==> config.mk <==
export PLATFORM = sky130hd
export DESIGN_NAME = trig_monitor
export DESIGN_NICKNAME = d
export VERILOG_FILES = /design/src/rtl/trig_mon_pkg.sv /design/src/rtl/trig_edge_capture.sv /design/src/rtl/trig_monitor.sv
export SDC_FILE = /design/constraint.sdc
export NUM_CORES = 1
export LEC_CHECK = 0
export ABC_AREA = 1
export CORE_ASPECT_RATIO = 1.4
export CORE_MARGIN = 2
export CORE_UTILIZATION = 45
export DETAILED_ROUTE_END_ITERATION = 10
export GPL_ROUTABILITY_DRIVEN = 0
export PLACE_DENSITY = 0.63
export SLEW_MARGIN = 20
export SYNTH_ARGS = -nofsm -noshare
export SYNTH_HDL_FRONTEND = slang
export SYNTH_SLANG_ARGS = --single-unit
==> constraint.sdc <==
create_clock -name clk -period 2.3 [get_ports clk]
set_input_delay 0.69 -clock clk [delete_from_list [all_inputs] [get_ports clk]]
set_output_delay 0.69 -clock clk [all_outputs]
set_load 0.1 [all_outputs]
==> src/rtl/trig_mon_pkg.sv <==
// Shared definitions for the trigger monitor: channel count, capture depth,
// FSM state encoding and the table of expected edge timestamps per channel.
package trig_mon_pkg;

    localparam int NUM_CH    = 4;
    localparam int MAX_EDGES = 2;
    // Width of a per-channel pair counter (0..MAX_EDGES) and of a pair index.
    localparam int CAP_CNT_W = $clog2(MAX_EDGES + 1);
    localparam int CAP_IDX_W = $clog2(MAX_EDGES);

    typedef enum logic [1:0] {
        ST_IDLE  = 2'd0,
        ST_ARMED = 2'd1,
        ST_EVAL  = 2'd2
    } mon_state_t;

    // Number of (rise, fall) pairs a correct frame shows on each channel.
    function automatic int exp_pairs(input int ch);
        case (ch)
            0:       return 1;   // dg_out1
            1:       return 2;   // dg_out2
            2:       return 1;   // dg_out3
            default: return 2;   // pg_out
        endcase
    endfunction

    // Expected frame-counter value of a given edge; fall selects the falling edge.
    function automatic int exp_ts(input int ch, input int pair, input bit fall);
        case ({ch[1:0], pair[0], fall})
            4'b00_0_0: return 10;
            4'b00_0_1: return 20;
            4'b01_0_0: return 5;
            4'b01_0_1: return 8;
            4'b01_1_0: return 30;
            4'b01_1_1: return 40;
            4'b10_0_0: return 15;
            4'b10_0_1: return 25;
            4'b11_0_0: return 12;
            4'b11_0_1: return 14;
            4'b11_1_0: return 50;
            4'b11_1_1: return 60;
            default:   return 0;
        endcase
    endfunction

endpackage

==> src/rtl/trig_edge_capture.sv <==
// Edge detector and timestamp capture for one monitored trigger channel.
// Holds up to MAX_EDGES rise/fall pairs for the frame currently open.
module trig_edge_capture
    import trig_mon_pkg::*;
#(
    parameter int CNT_W = 16
)(
    input  logic                            clk,
    input  logic                            rst_n,
    input  logic                            i_ch,
    input  logic [CNT_W-1:0]                i_ts,
    input  logic                            i_en,
    input  logic                            i_clr,
    output logic [CAP_CNT_W-1:0]            o_cnt,
    output logic                            o_open,
    output logic                            o_ovf,
    output logic [MAX_EDGES-1:0][CNT_W-1:0] o_rise_ts,
    output logic [MAX_EDGES-1:0][CNT_W-1:0] o_fall_ts
);

    logic                            r_prev;
    logic [CAP_CNT_W-1:0]            r_cnt, w_cnt_next, w_cnt_m1;
    logic                            r_open, w_open_next;
    logic                            r_ovf, w_ovf_next;
    logic [MAX_EDGES-1:0][CNT_W-1:0] r_rise, w_rise_next;
    logic [MAX_EDGES-1:0][CNT_W-1:0] r_fall, w_fall_next;

    // Next capture state: clear first (new frame), then apply this cycle's edge,
    // so an edge coincident with the clear lands in the fresh frame.
    always_comb begin
        w_cnt_next  = i_clr ? '0   : r_cnt;
        w_open_next = i_clr ? 1'b0 : r_open;
        w_ovf_next  = i_clr ? 1'b0 : r_ovf;
        w_rise_next = i_clr ? '0   : r_rise;
        w_fall_next = i_clr ? '0   : r_fall;
        w_cnt_m1    = w_cnt_next - CAP_CNT_W'(1);
        if (i_en && (i_ch != r_prev)) begin
            if (i_ch) begin
                if (w_cnt_next < CAP_CNT_W'(MAX_EDGES)) begin
                    w_rise_next[w_cnt_next[CAP_IDX_W-1:0]] = i_ts;
                    w_cnt_next  = w_cnt_next + CAP_CNT_W'(1);
                    w_open_next = 1'b1;
                end else begin
                    w_ovf_next = 1'b1;
                end
            end else if (w_open_next) begin
                w_fall_next[w_cnt_m1[CAP_IDX_W-1:0]] = i_ts;
                w_open_next = 1'b0;
            end else begin
                // A fall with no captured rise cannot be represented either,
                // so it poisons the channel the same way a surplus rise does.
                w_ovf_next = 1'b1;
            end
        end
    end

    // Capture registers; the previous-value register runs every cycle so edges
    // are always relative to the preceding cycle.
    always_ff @(posedge clk or negedge rst_n) begin
        if (!rst_n) begin
            r_prev <= 1'b0;
            r_cnt  <= '0;
            r_open <= 1'b0;
            r_ovf  <= 1'b0;
            r_rise <= '0;
            r_fall <= '0;
        end else begin
            r_prev <= i_ch;
            r_cnt  <= w_cnt_next;
            r_open <= w_open_next;
            r_ovf  <= w_ovf_next;
            r_rise <= w_rise_next;
            r_fall <= w_fall_next;
        end
    end

    assign o_cnt     = r_cnt;
    assign o_open    = r_open;
    assign o_ovf     = r_ovf;
    assign o_rise_ts = r_rise;
    assign o_fall_ts = r_fall;

endmodule

==> src/rtl/trig_monitor.sv <==
// Trigger monitor: timestamps edges on four trigger outputs relative to a
// frame-start pulse and checks them against the expected-edge table.
// Optional frame statistics are built only when TRIG_MON_STATS_EN is defined.
module trig_monitor
    import trig_mon_pkg::*;
#(
    parameter int          CNT_W   = 16,
    parameter logic [15:0] TIMEOUT = 16'd4000,
    parameter int          TOL     = 0
)(
    input  logic        clk,
    input  logic        rst_n,
    input  logic        pulse,
    input  logic [3:0]  ch_in,
    input  logic        clr_err,
    output logic        frame_done,
    output logic        frame_ok,
    output logic [3:0]  ch_err,
    output logic        timeout_err,
    output logic [4:0]  err_sticky,
    output logic [15:0] frames_total,
    output logic [15:0] frames_bad
);

    localparam logic [CNT_W-1:0]      TIMEOUT_C = CNT_W'(TIMEOUT);
    localparam logic signed [CNT_W:0] TOL_C     = (CNT_W+1)'(TOL);

    mon_state_t        r_state, w_state_next;
    logic              r_end_by_pulse;
    logic [CNT_W-1:0]  r_fc, w_fc;
    logic              w_frame_open, w_end, w_cap_en, w_cap_clr;
    logic [NUM_CH-1:0] w_match;
    logic              r_frame_done, r_frame_ok, r_tmo;
    logic [3:0]        r_ch_err;
    logic [4:0]        r_sticky;

    // |cap - exp| <= TOL, evaluated at CNT_W+1 bits signed.
    function automatic logic ts_ok(input logic [CNT_W-1:0] cap, input int exp_v);
        logic signed [CNT_W:0] diff;
        diff = $signed({1'b0, cap}) - $signed({1'b0, CNT_W'(exp_v)});
        if (diff[CNT_W]) diff = -diff;
        return diff <= TOL_C;
    endfunction

    // The pulse cycle itself reads as timestamp 0; the register then runs from 1.
    assign w_fc = pulse ? '0 : r_fc;

    // Frame counter, saturating at all-ones.
    always_ff @(posedge clk or negedge rst_n) begin
        if (!rst_n) r_fc <= '0;
        else        r_fc <= (&w_fc) ? w_fc : w_fc + CNT_W'(1);
    end

    // A frame is open while ARMED, and during an EVAL that a pulse caused.
    assign w_frame_open = (r_state == ST_ARMED) || ((r_state == ST_EVAL) && r_end_by_pulse);
    assign w_end        = w_frame_open && (pulse || (w_fc == TIMEOUT_C));
    // Edges in the ending cycle go to the next frame only if a pulse opens one.
    assign w_cap_en     = (w_frame_open && !w_end) || pulse;
    assign w_cap_clr    = pulse || w_end;

    // State register and cause of the most recent frame end.
    always_ff @(posedge clk or negedge rst_n) begin
        if (!rst_n) begin
            r_state        <= ST_IDLE;
            r_end_by_pulse <= 1'b0;
        end else begin
            r_state <= w_state_next;
            if (w_end) r_end_by_pulse <= pulse;
        end
    end

    // Next-state logic.
    always_comb begin
        w_state_next = r_state;
        case (r_state)
            ST_IDLE:  if (pulse) w_state_next = ST_ARMED;
            ST_ARMED: if (w_end) w_state_next = ST_EVAL;
            ST_EVAL: begin
                if (w_end)                         w_state_next = ST_EVAL;
                else if (r_end_by_pulse || pulse)  w_state_next = ST_ARMED;
                else                               w_state_next = ST_IDLE;
            end
            default:  w_state_next = ST_IDLE;
        endcase
    end

    genvar gi;
    generate
        for (gi = 0; gi < NUM_CH; gi++) begin : g_ch
            logic [CAP_CNT_W-1:0]            w_cnt, r_snap_cnt;
            logic                            w_open, w_ovf, r_snap_open, r_snap_ovf;
            logic [MAX_EDGES-1:0][CNT_W-1:0] w_rise, w_fall, r_snap_rise, r_snap_fall;
            logic                            w_ts_ok;

            trig_edge_capture #(.CNT_W(CNT_W)) u_cap (
                .clk       (clk),
                .rst_n     (rst_n),
                .i_ch      (ch_in[gi]),
                .i_ts      (w_fc),
                .i_en      (w_cap_en),
                .i_clr     (w_cap_clr),
                .o_cnt     (w_cnt),
                .o_open    (w_open),
                .o_ovf     (w_ovf),
                .o_rise_ts (w_rise),
                .o_fall_ts (w_fall)
            );

            // Freeze the finished frame's captures for the compare cycle.
            always_ff @(posedge clk or negedge rst_n) begin
                if (!rst_n) begin
                    r_snap_cnt  <= '0;
                    r_snap_open <= 1'b0;
                    r_snap_ovf  <= 1'b0;
                    r_snap_rise <= '0;
                    r_snap_fall <= '0;
                end else if (w_end) begin
                    r_snap_cnt  <= w_cnt;
                    r_snap_open <= w_open;
                    r_snap_ovf  <= w_ovf;
                    r_snap_rise <= w_rise;
                    r_snap_fall <= w_fall;
                end
            end

            // Check every expected timestamp of this channel against the table.
            always_comb begin
                w_ts_ok = 1'b1;
                for (int p = 0; p < MAX_EDGES; p++) begin
                    if (p < exp_pairs(gi)) begin
                        if (!ts_ok(r_snap_rise[p], exp_ts(gi, p, 1'b0)) ||
                            !ts_ok(r_snap_fall[p], exp_ts(gi, p, 1'b1)))
                            w_ts_ok = 1'b0;
                    end
                end
            end

            assign w_match[gi] = (r_snap_cnt == CAP_CNT_W'(exp_pairs(gi))) &&
                                 !r_snap_ovf && !r_snap_open && w_ts_ok;
        end
    endgenerate

    // Verdict registers: updated one cycle after EVAL is entered, held otherwise.
    always_ff @(posedge clk or negedge rst_n) begin
        if (!rst_n) begin
            r_frame_done <= 1'b0;
            r_frame_ok   <= 1'b0;
            r_ch_err     <= '0;
            r_tmo        <= 1'b0;
        end else begin
            r_frame_done <= (r_state == ST_EVAL);
            if (r_state == ST_EVAL) begin
                r_frame_ok <= &w_match;
                r_ch_err   <= ~w_match;
                r_tmo      <= ~r_end_by_pulse;
            end
        end
    end

    // Sticky error accumulation; a clear alongside a verdict keeps only that verdict.
    always_ff @(posedge clk or negedge rst_n) begin
        if (!rst_n)            r_sticky <= '0;
        else if (r_frame_done) r_sticky <= clr_err ? {r_tmo, r_ch_err} : (r_sticky | {r_tmo, r_ch_err});
        else if (clr_err)      r_sticky <= '0;
    end

`ifdef TRIG_MON_STATS_EN
    logic [15:0] r_frames_total, r_frames_bad;

    // Saturating frame statistics, counted alongside each verdict.
    always_ff @(posedge clk or negedge rst_n) begin
        if (!rst_n) begin
            r_frames_total <= '0;
            r_frames_bad   <= '0;
        end else if (r_state == ST_EVAL) begin
            if (!(&r_frames_total))             r_frames_total <= r_frames_total + 16'd1;
            if (!(&w_match) && !(&r_frames_bad)) r_frames_bad  <= r_frames_bad + 16'd1;
        end
    end

    assign frames_total = r_frames_total;
    assign frames_bad   = r_frames_bad;
`else
    assign frames_total = '0;
    assign frames_bad   = '0;
`endif

    assign frame_done  = r_frame_done;
    assign frame_ok    = r_frame_ok;
    assign ch_err      = r_ch_err;
    assign timeout_err = r_tmo;
    assign err_sticky  = r_sticky;

endmodule

Word-level counts from Yosys, hierarchy flattened
Index checks and enable logic that the tools add are counted.

cells by class
  muxes and demuxes = 136
  eq/ne operators = 13
  bitwise logic cells = 3
  magnitude comparators = 32
  div/mod/pow operators = 0
  reduce and logical (&&, ||, !) cells = 64
  $mul = 0
  shifts and indexed selects = 0
  add/subtract/negate cells = 33

operators with widths
  cell                                                              number
  two-way mux 32 bit                                                32
  bitwise mux 32 bit                                                8
  less-or-equal comparator 17 x 1 -> 1 bit (second input constant)  12
  two-way mux 17 bit                                                12
  negation 17 bit                                                   12
  two-way mux 16 bit                                                10
  demux 16 bit (select 1 bit)                                       8
  subtractor 16 x 4 -> 17 bit (second input constant)               5
  subtractor 16 x 5 -> 17 bit (second input constant)               3
  subtractor 16 x 6 -> 17 bit (second input constant)               3
  two-way mux 1 bit                                                 43
  two-way mux 2 bit                                                 19
  logical AND 1 bit                                                 27
  logical NOT 1 bit                                                 21
  subtractor 16 x 3 -> 17 bit (second input constant)               1
  adder 16 x 1 -> 16 bit (second input constant)                    1
  == test 16 x 12 -> 1 bit (second input constant)                  1
  < comparator 1 x 2 -> 1 bit (second input constant)               8
  AND reduction 16 bit                                              1
  two-way mux 5 bit                                                 3
  logical OR 1 bit                                                  11
  adder 2 x 1 -> 2 bit (second input constant)                      4
  greater-or-equal comparator 1 bit (second input constant)         8
  < comparator 2 bit (second input constant)                        4
  13 further kinds                                                  24

storage, ports and cells
  register bits after elaboration = 515
  memories = 0
  bits in writable memories = 0
  latch bits = 0
  memory bits (read-only) = 0

Depth between registers and ports, before layout
Gate-level depths: netlist of the first run.

  depth after elaboration = 15
  mapped depth = 20
  gate-level depth less buffers = 20

Cells and area by module
A second synthesis of the first run with hierarchy kept.

unflattened totals
  cells, all modules = 3836
  area total of the unflattened synthesis = 28147.0 µm²

by module, submodules not included
  module                                 instances  cells an instance  area an instance (µm²)  seq. area each (µm²)
  trig_monitor                           1          2308               15632.5                 5980.7
  trig_edge_capture (g_ch[1].u_cap ...)  2          375                3071.7                  1726.7
  trig_edge_capture (g_ch[0].u_cap)      1          393                3259.4                  1726.7
  trig_edge_capture (g_ch[3].u_cap)      1          385                3111.7                  1726.7

Least setup slack after synthesis of the first run
No wires, ideal clock.

  kind = input -> register
  start point = input pulse
  end point = register g_ch[3].u_cap.r_rise, in the netlist g_ch[3].u_cap.o_rise_ts[17]
  setup slack = -474 ps
  stages on the path = 16
  required time = 2171 ps
  library setup time = 129 ps
  arrival = 2645 ps
  cell sequence = buf_6 > nor2_1 > inv_1 > ha_1 > nand4_1 > nor4_1 > nand3_2 > nand2_1 > nand2_2 > nand2_4 > buf_6 > inv_2 > buf_6 > nand2_1 > buf_4 > o22ai_1

RTL lines
  what                  RTL line                 source
  start, declared       trig_monitor.sv:13       input logic pulse,
  end signal, assigned  trig_edge_capture.sv:72  r_rise <= w_rise_next;
  end, declared         trig_edge_capture.sv:25  logic [MAX_EDGES-1:0][CNT_W-1:0] r_rise, w_rise_next;

==> results of run 1 <==
[metal layers]
layer	part of all wire, %	vias to the layer above	wire length, µm	global-route usage (%)
met5	0.023	-	16	0
met4	5.2	2	3636	12.23
met3	4.0	200	2803	2.476
met2	52	525	36550	45.73
met1	39	10415	27350	28.80
li1	-	10307	-	-
[worst paths after layout]
check,start,end,slack [ps],cells past startpoint
hold reg to reg,g_ch[0].r_snap_cnt[1],g_ch[0].r_snap_cnt[1],480,2
setup / recovery,r_fc[0],g_ch[3].u_cap.o_rise_ts[26],-190,17
hold / removal,g_ch[0].r_snap_cnt[1],g_ch[0].r_snap_cnt[1],480,2
min in group asynchronous,rst_n,g_ch[0].r_snap_fall[2],570,2
setup reg to reg,r_fc[0],g_ch[3].u_cap.o_rise_ts[26],-190,17
max in group asynchronous,rst_n,g_ch[3].r_snap_rise[3],940,4
[layout by cell type (no fill, tap or decap), drive strengths merged, types with 4 or more instances in the layout]
master         count
clkdlybuf4s50      5
o21ai            337
o22ai            125
ha                30
nor2             280
clkinvlp           6
xor2              67
conb              32
buf              441
and2               4
clkbuf            72
nand2            728
inv              410
clkinv            11
nor4               4
nor3              32
nand4             42
nand3b             8
xnor2             18
dfrtp            451
nand3            226
or2                6
a21oi             39
[worst max-delay path: stages (launching register included)]
cell and delay, ps:
dfrtp_1 360, inv_2 60, nor2_4 130, inv_2 80, ha_4 150, nand4_1 90
nor4_2 50, nand3_2 110, buf_6 110, a21oi_4 50, buf_6 140, buf_6 110
nor3_4 260, buf_12 150, buf_6 90, nand3_4 130, buf_8 190, o22ai_4 150
[stage by stage]
stage | utilization, % | instances
4_1_cts | 57.85 | 4005
3_3_place_gp | 52.38 | 3880
3_5_place_dp | 52.38 | 3880
2_1_floorplan | - | 2980
5_1_grt | 62.09 | 4048
6_report | 62.09 | 4048
[cell type report]
class | count | area share [%]
flip-flops and latches | 451 | 35.72
repair buffers | 457 | 14.14
well taps | 650 | 2.574
clock inverters | 18 | 0.6217
clock buffers | 62 | 4.023
inverters | 412 | 4.986
multi-input cells | 1998 | 37.94
[state kept, by name (all words and copies together), names as in the netlist, 2 cells and up]
name	cells
g_ch.u_cap.o_cnt	8
g_ch.r_snap_rise	96
r_fc	16
g_ch.u_cap.o_ovf	4
g_ch.u_cap.o_fall_ts	96
r_state	2
ch_err	4
g_ch.r_snap_cnt	8
g_ch.r_snap_fall	96
err_sticky	5
g_ch.r_snap_ovf	4
g_ch.r_snap_open	4
g_ch.u_cap.o_open	4
g_ch.u_cap.o_rise_ts	96
g_ch.u_cap.r_prev	4
[power by group through the flow]
| stage | Sequential, mW | Clock [mW] | Combinational, mW |
|---|---|---|---|
| floorplan | 9.00 | 0 | 2.10 |
| global placement | 8.62 | 0 | 3.76 |
| detailed placement | 8.63 | 0 | 3.82 |
| CTS | 8.49 | 7.53 | 4.44 |
| global route | 8.55 | 7.88 | 5.52 |
| finish | 8.52 | 7.44 | 5.19 |
[cell families after synthesis]
family,after synthesis
other cells,1
simple gates,1328
fa+ha+maj,30
buf+inv,534
xor+xnor,85
mux,1
compound gates,519
flops,451
[timing repair]
item,4_1_cts,5_1_grt
buffers inserted,34,35
hold buffers,1,0
setup endpoints to repair,431,267
resized for setup,188,394
cloned,12,12
hold endpoints to repair,26,0
pin swaps,43,64
==> results.json, run 1 <==
{
  "min_path_type": "register to register",
  "drc_errors": 0,
  "grt_usage_pct": 24.84,
  "cellLeakagePower_nw": 14.91,
  "numCtsBuffers": 45,
  "hold_viol": 0,
  "failed_checks": "setup timing",
  "p_clk_share_pct": 35.2,
  "htreeDepth": 2,
  "cts_root_buf": "clkbuf_16",
  "multi_input_area_um2": 11990,
  "dp_hpwl_mm": 46.47,
  "synth.distinct_cells": 46,
  "antenna_cells": 0,
  "ioPinCount": 52,
  "synth_fa_ha_area_share_pct": 1.627,
  "power.internal_mw": 14.30,
  "p_seq_share_pct": 40.3,
  "ys_warn_count": 0,
  "status": "finished with violations",
  "drt-pass1-iter-count": 8,
  "routed_via_density": 5.299,
  "ir_worst_vdd_v": 0.0006284,
  "cts.path.max_buffers": 3,
  "synthArstFlopShare_pct": 100.0,
  "io_buffers": 19,
  "design_area_um2": 31600,
  "yosysTopAreaCell": "dfrtp_1",
  "cts.sinks": 451,
  "synth_top_area_share_pct": 48.92,
  "slew_headroom_pct": 60.42,
  "crit_fanout": 6,
  "netlist_instances": 2949,
  "cp-end-kind": "register",
  "critPathRequiredTime_ps": 2810,
  "pre_cts_slack_ps": -1108,
  "tns_ps": -15750,
  "routed_wl_mm": 70.36,
  "finalCritPeriodShare_pct": 108.2,
  "combPwrFrac_pct": 24.5,
  "antenna_found_initial": 1,
  "seq_area_frac_synth_pct": 48.92,
  "area_delta_synth_final_pct": 36.94,
  "synth.cell_area_um2": 23070,
  "netSwitchingFraction_pct": 32.35,
  "worst_hold_slack_ps": 482.3,
  "netlist_top_cells_area": "dfrtp_1 (49%), nand2_1 (12%), inv_1 (6.5%), o21ai_0 (6.2%), nand3_1 (4.7%)",
  "start_util_pct": 45.34,
  "avgSynthCellArea_um2": 7.824,
  "wl_per_cell_um": 17.38,
  "core-area_um2": 50890,
  "synth_xor_area_share_pct": 3.227,
  "synth_compound_area_share_pct": 12.21,
  "die_h_um": 271.9,
  "setup_ws_ps": -187.7,
  "critical_path_class": "register to register",
  "drtAntennaViolNets": 0,
  "drive_gt1_share_pct": 27.66,
  "nets": 3403,
  "crit_path_start_kind": "register",
  "switching_power_mw": 6.841,
  "grt_pass1_wl_mm": 105.3,
  "tightest_slew_ps": 593.1,
  "power.density_cell_area_nw_per_um2": 669.2,
  "layout.area.seq_um2": 11290,
  "die_x_um": 195.4,
  "finalSetupViolCount": 182,
  "path_clk_slew_ps": 70,
  "max_cap_violations": 0,
  "vias": 21449,
  "synthMuxAreaShare_pct": 0.04338,
  "fin_skew_ps": 24.15,
  "ys_ff_latch": 451,
  "rsz0062_at_grt": "yes",
  "period_needed_ps": 2488,
  "cp.arrival_ps": 3000,
  "rows": 98,
  "synth_most_common_cell": "nand2_1",
  "drv_slew": 0,
  "yosys.area_share.simple_pct": 24.25,
  "cts_tree": "yes",
  "yosys-top-cells-count": "nand2_1 (712), dfrtp_1 (451), inv_1 (399), o21ai_0 (284), nor2_1 (274)",
  "die_area_um2": 53120,
  "clk_latency_ps": 590,
  "overflow": 0,
  "dpl_cell_area_um2": 26650,
  "synth_top_family_by_area": "simple AND/OR/NAND/NOR gates",
  "max_freq_mhz": 402.0,
  "grt_max_degree": 120,
  "synth_edf_count": 0,
  "ys.flop_type": "dfrtp_1",
  "grt_pass1_vias": 20720,
  "p_total_mw": 21.14,
  "fillers": 4098,
  "drtIter0Drc": 1237
}
(Power assumes the default switching activity.)
==> run 2: changes to the inputs <==
--- a/config.mk
+++ b/config.mk
@@ -15,4 +15,5 @@
 export SLEW_MARGIN = 20
 export SYNTH_ARGS = -nofsm -noshare
 export SYNTH_HDL_FRONTEND = slang
+export SYNTH_HIERARCHICAL = 1
 export SYNTH_SLANG_ARGS = --single-unit
==> results.json, run 2 <==
{
  "area_delta_synth_final_pct": 33.55,
  "fin_skew_ps": 39.85,
  "finalSetupViolCount": 64,
  "power.internal_mw": 15.34,
  "core-area_um2": 55520,
  "tightest_slew_ps": 553.8,
  "ir_worst_vdd_v": 0.0004452,
  "rsz0062_at_grt": "yes",
  "overflow": 0,
  "slew_headroom_pct": 63.08,
  "cts.path.max_buffers": 3,
  "r2r_cells": 16,
  "wl_per_cell_um": 15.06,
  "combPwrFrac_pct": 31.6,
  "drtIter0Drc": 1327,
  "regToRegSetupSlack_ps": -60,
  "path_clk_slew_ps": 60,
  "routed_wl_mm": 71.04,
  "vias": 23370,
  "routed_via_density": 4.954,
  "reg2reg_to": "g_ch[1].u_cap/o_rise_ts[19]",
  "switching_power_mw": 8.084,
  "min_from": "g_ch[0].u_cap/o_fall_ts[1]",
  "power.density_cell_area_nw_per_um2": 692.7,
  "mostFrequentLayoutCells": "nand2_1 (1040), dfrtp_1 (448), inv_1 (401), buf_4 (392), nor2_1 (336)",
  "setup_ws_ps": -65.84,
  "p_clk_share_pct": 31.6,
  "antenna_found_initial": 1,
  "netlist_instances": 3500,
  "p_seq_share_pct": 36.8,
  "drv_slew": 0,
  "grt_pass1_vias": 22708,
  "cts.sinks": 451,
  "path_buf_inv": 7,
  "nets": 3988,
  "crit_path_start_kind": "input port",
  "cp.arrival_ps": 2840,
  "cp-end-kind": "register",
  "crit_family": "simple AND/OR/NAND/NOR gates",
  "cellLeakagePower_nw": 17.64,
  "multi_input_area_um2": 13490,
  "drive_gt1_share_pct": 27.01,
  "drtAntennaViolNets": 0,
  "critical_path_class": "input port to register",
  "io_buffers": 19,
  "critPathRequiredTime_ps": 2780,
  "ioPinCount": 52,
  "layout.area.seq_um2": 11290,
  "hold_viol": 0,
  "die_h_um": 284.7,
  "grt_pass1_wl_mm": 111.6,
  "layout_commonest_cell": "nand2_1",
  "fillers": 4834,
  "whs_path_depth": 2,
  "max_stage_delay_ps": 200,
  "cts_root_buf": "clkbuf_16",
  "drt-pass1-iter-count": 5,
  "dp_hpwl_mm": 46.34,
  "finalCritPeriodShare_pct": 102.9,
  "grt_max_degree": 84,
  "failed_checks": "setup timing",
  "htreeDepth": 2,
  "r2r_start": "r_fc[2]",
  "avgSynthCellArea_um2": 7.236,
  "max_freq_mhz": 422.7,
  "die_area_um2": 58220,
  "max_cap_violations": 0,
  "grt_usage_pct": 23.61,
  "cts_tree": "yes",
  "min_delay_worst_endpoint": "g_ch[0].r_snap_fall[1]",
  "drc_errors": 0,
  "synth.cell_area_um2": 25330,
  "p_total_mw": 23.43,
  "numCtsBuffers": 43,
  "netSwitchingFraction_pct": 34.51,
  "fin_util_pct": 60.92,
  "min_path_type": "register to register",
  "period_needed_ps": 2366,
  "status": "finished with violations",
  "die_x_um": 204.5,
  "ys_warn_count": 6,
  "worstPathCellList": "buf_6 > buf_12 > nor2_4 > inv_2 > ha_4 > nand4_1 > o41ai_4 > buf_4 > nand2_4 > nand2_8 > buf_12 > buf_12 > nor2_4 > nand2_4 > nor2_4 > clkbuf_16 > nand2_2 > o21ai_1",
  "start_util_pct": 45.62,
  "rows": 102,
  "slowest_stage": "nor2_4",
  "clk_latency_ps": 580,
  "crit_fanout": 6
}
run 2: per-stage QoR:
| step | setup TNS (ps) | std cells | instance area [µm²] | worst slack, ps | hold WS (ps) |
|---|---|---|---|---|---|
| 2_1_floorplan | -129930 | 3531 | 25680 | -623.0 | 394.4 |
| 3_3_place_gp | -348370 | 4551 | 29190 | -978.0 | 451.2 |
| 3_5_place_dp | -369400 | 4551 | 29190 | -1014 | 452.0 |
| 4_1_cts | -899.0 | 4666 | 31750 | -104.1 | 469.6 |
| 5_1_grt | -16270 | 4716 | 33820 | -213.7 | 490.6 |
| 6_report | -1616 | 4717 | 33820 | -65.84 | 469.9 |
run 2: repair_timing:
action | 4_1_cts | 5_1_grt
hold buffers | 1 | 0
hold endpoints to repair | 4 | 0
gates resized for setup | 189 | 451
gates cloned | 16 | 19
endpoints found under the setup margin | 433 | 310
pin swaps | 54 | 149
setup buffers | 24 | 40
run 2: cell type report:
| type | count | share of cell area [%] |
|---|---|---|
| multi-input combinational | 2504 | 39.88 |
| sequential | 451 | 33.38 |
| timing repair buffer | 509 | 14.52 |
| inverter | 446 | 5.209 |
| clock buffer | 55 | 3.555 |
| tap | 728 | 2.693 |
| clock inverter | 21 | 0.7288 |
| timing repair inverter | 1 | 0.02590 |
| antenna | 2 | 0.01480 |
run 2: metal layers:
metal  part of all wire, %  vias up  global-route usage (%)  wire [µm]
met5                     0        -                       0          0
met4                   4.4        0                   9.221       3156
met3                   3.8      193                   2.683       2665
met2                    52      456                   42.27      36810
met1                    40    10991                   28.79      28400
li1                      -    11730                       -          -
run 2: worst max path at each step:
stage	cells after the start	start	endpoint
final	18	pulse	g_ch[3].u_cap/o_rise_ts[25]
after detailed placement	15	pulse	g_ch[3].u_cap/o_fall_ts[8]
after CTS	20	g_ch[1].r_snap_rise[1]	frame_ok
after floorplan	19	pulse	g_ch[3].u_cap/o_rise_ts[14]
after global placement	15	pulse	g_ch[3].u_cap/o_fall_ts[19]
after global routing	16	g_ch[3].r_snap_fall[19]	ch_err[3]
run 2: worst min-delay path, delay by kind of cell, from the launching register on:
kind	cells	cell delay [ps]
flops	1	340
simple gates	2	90
run 2: power by group through the flow:
stage / clock, mW / sequential [mW] / combinational, mW
2_1_floorplan: 0 / 9.11 / 3.93
3_3_place_gp: 0 / 8.72 / 6.16
3_5_place_dp: 0 / 8.73 / 6.21
4_1_cts: 7.51 / 8.60 / 6.82
5_1_grt: 7.81 / 8.67 / 8.09
6_report: 7.39 / 8.62 / 7.41
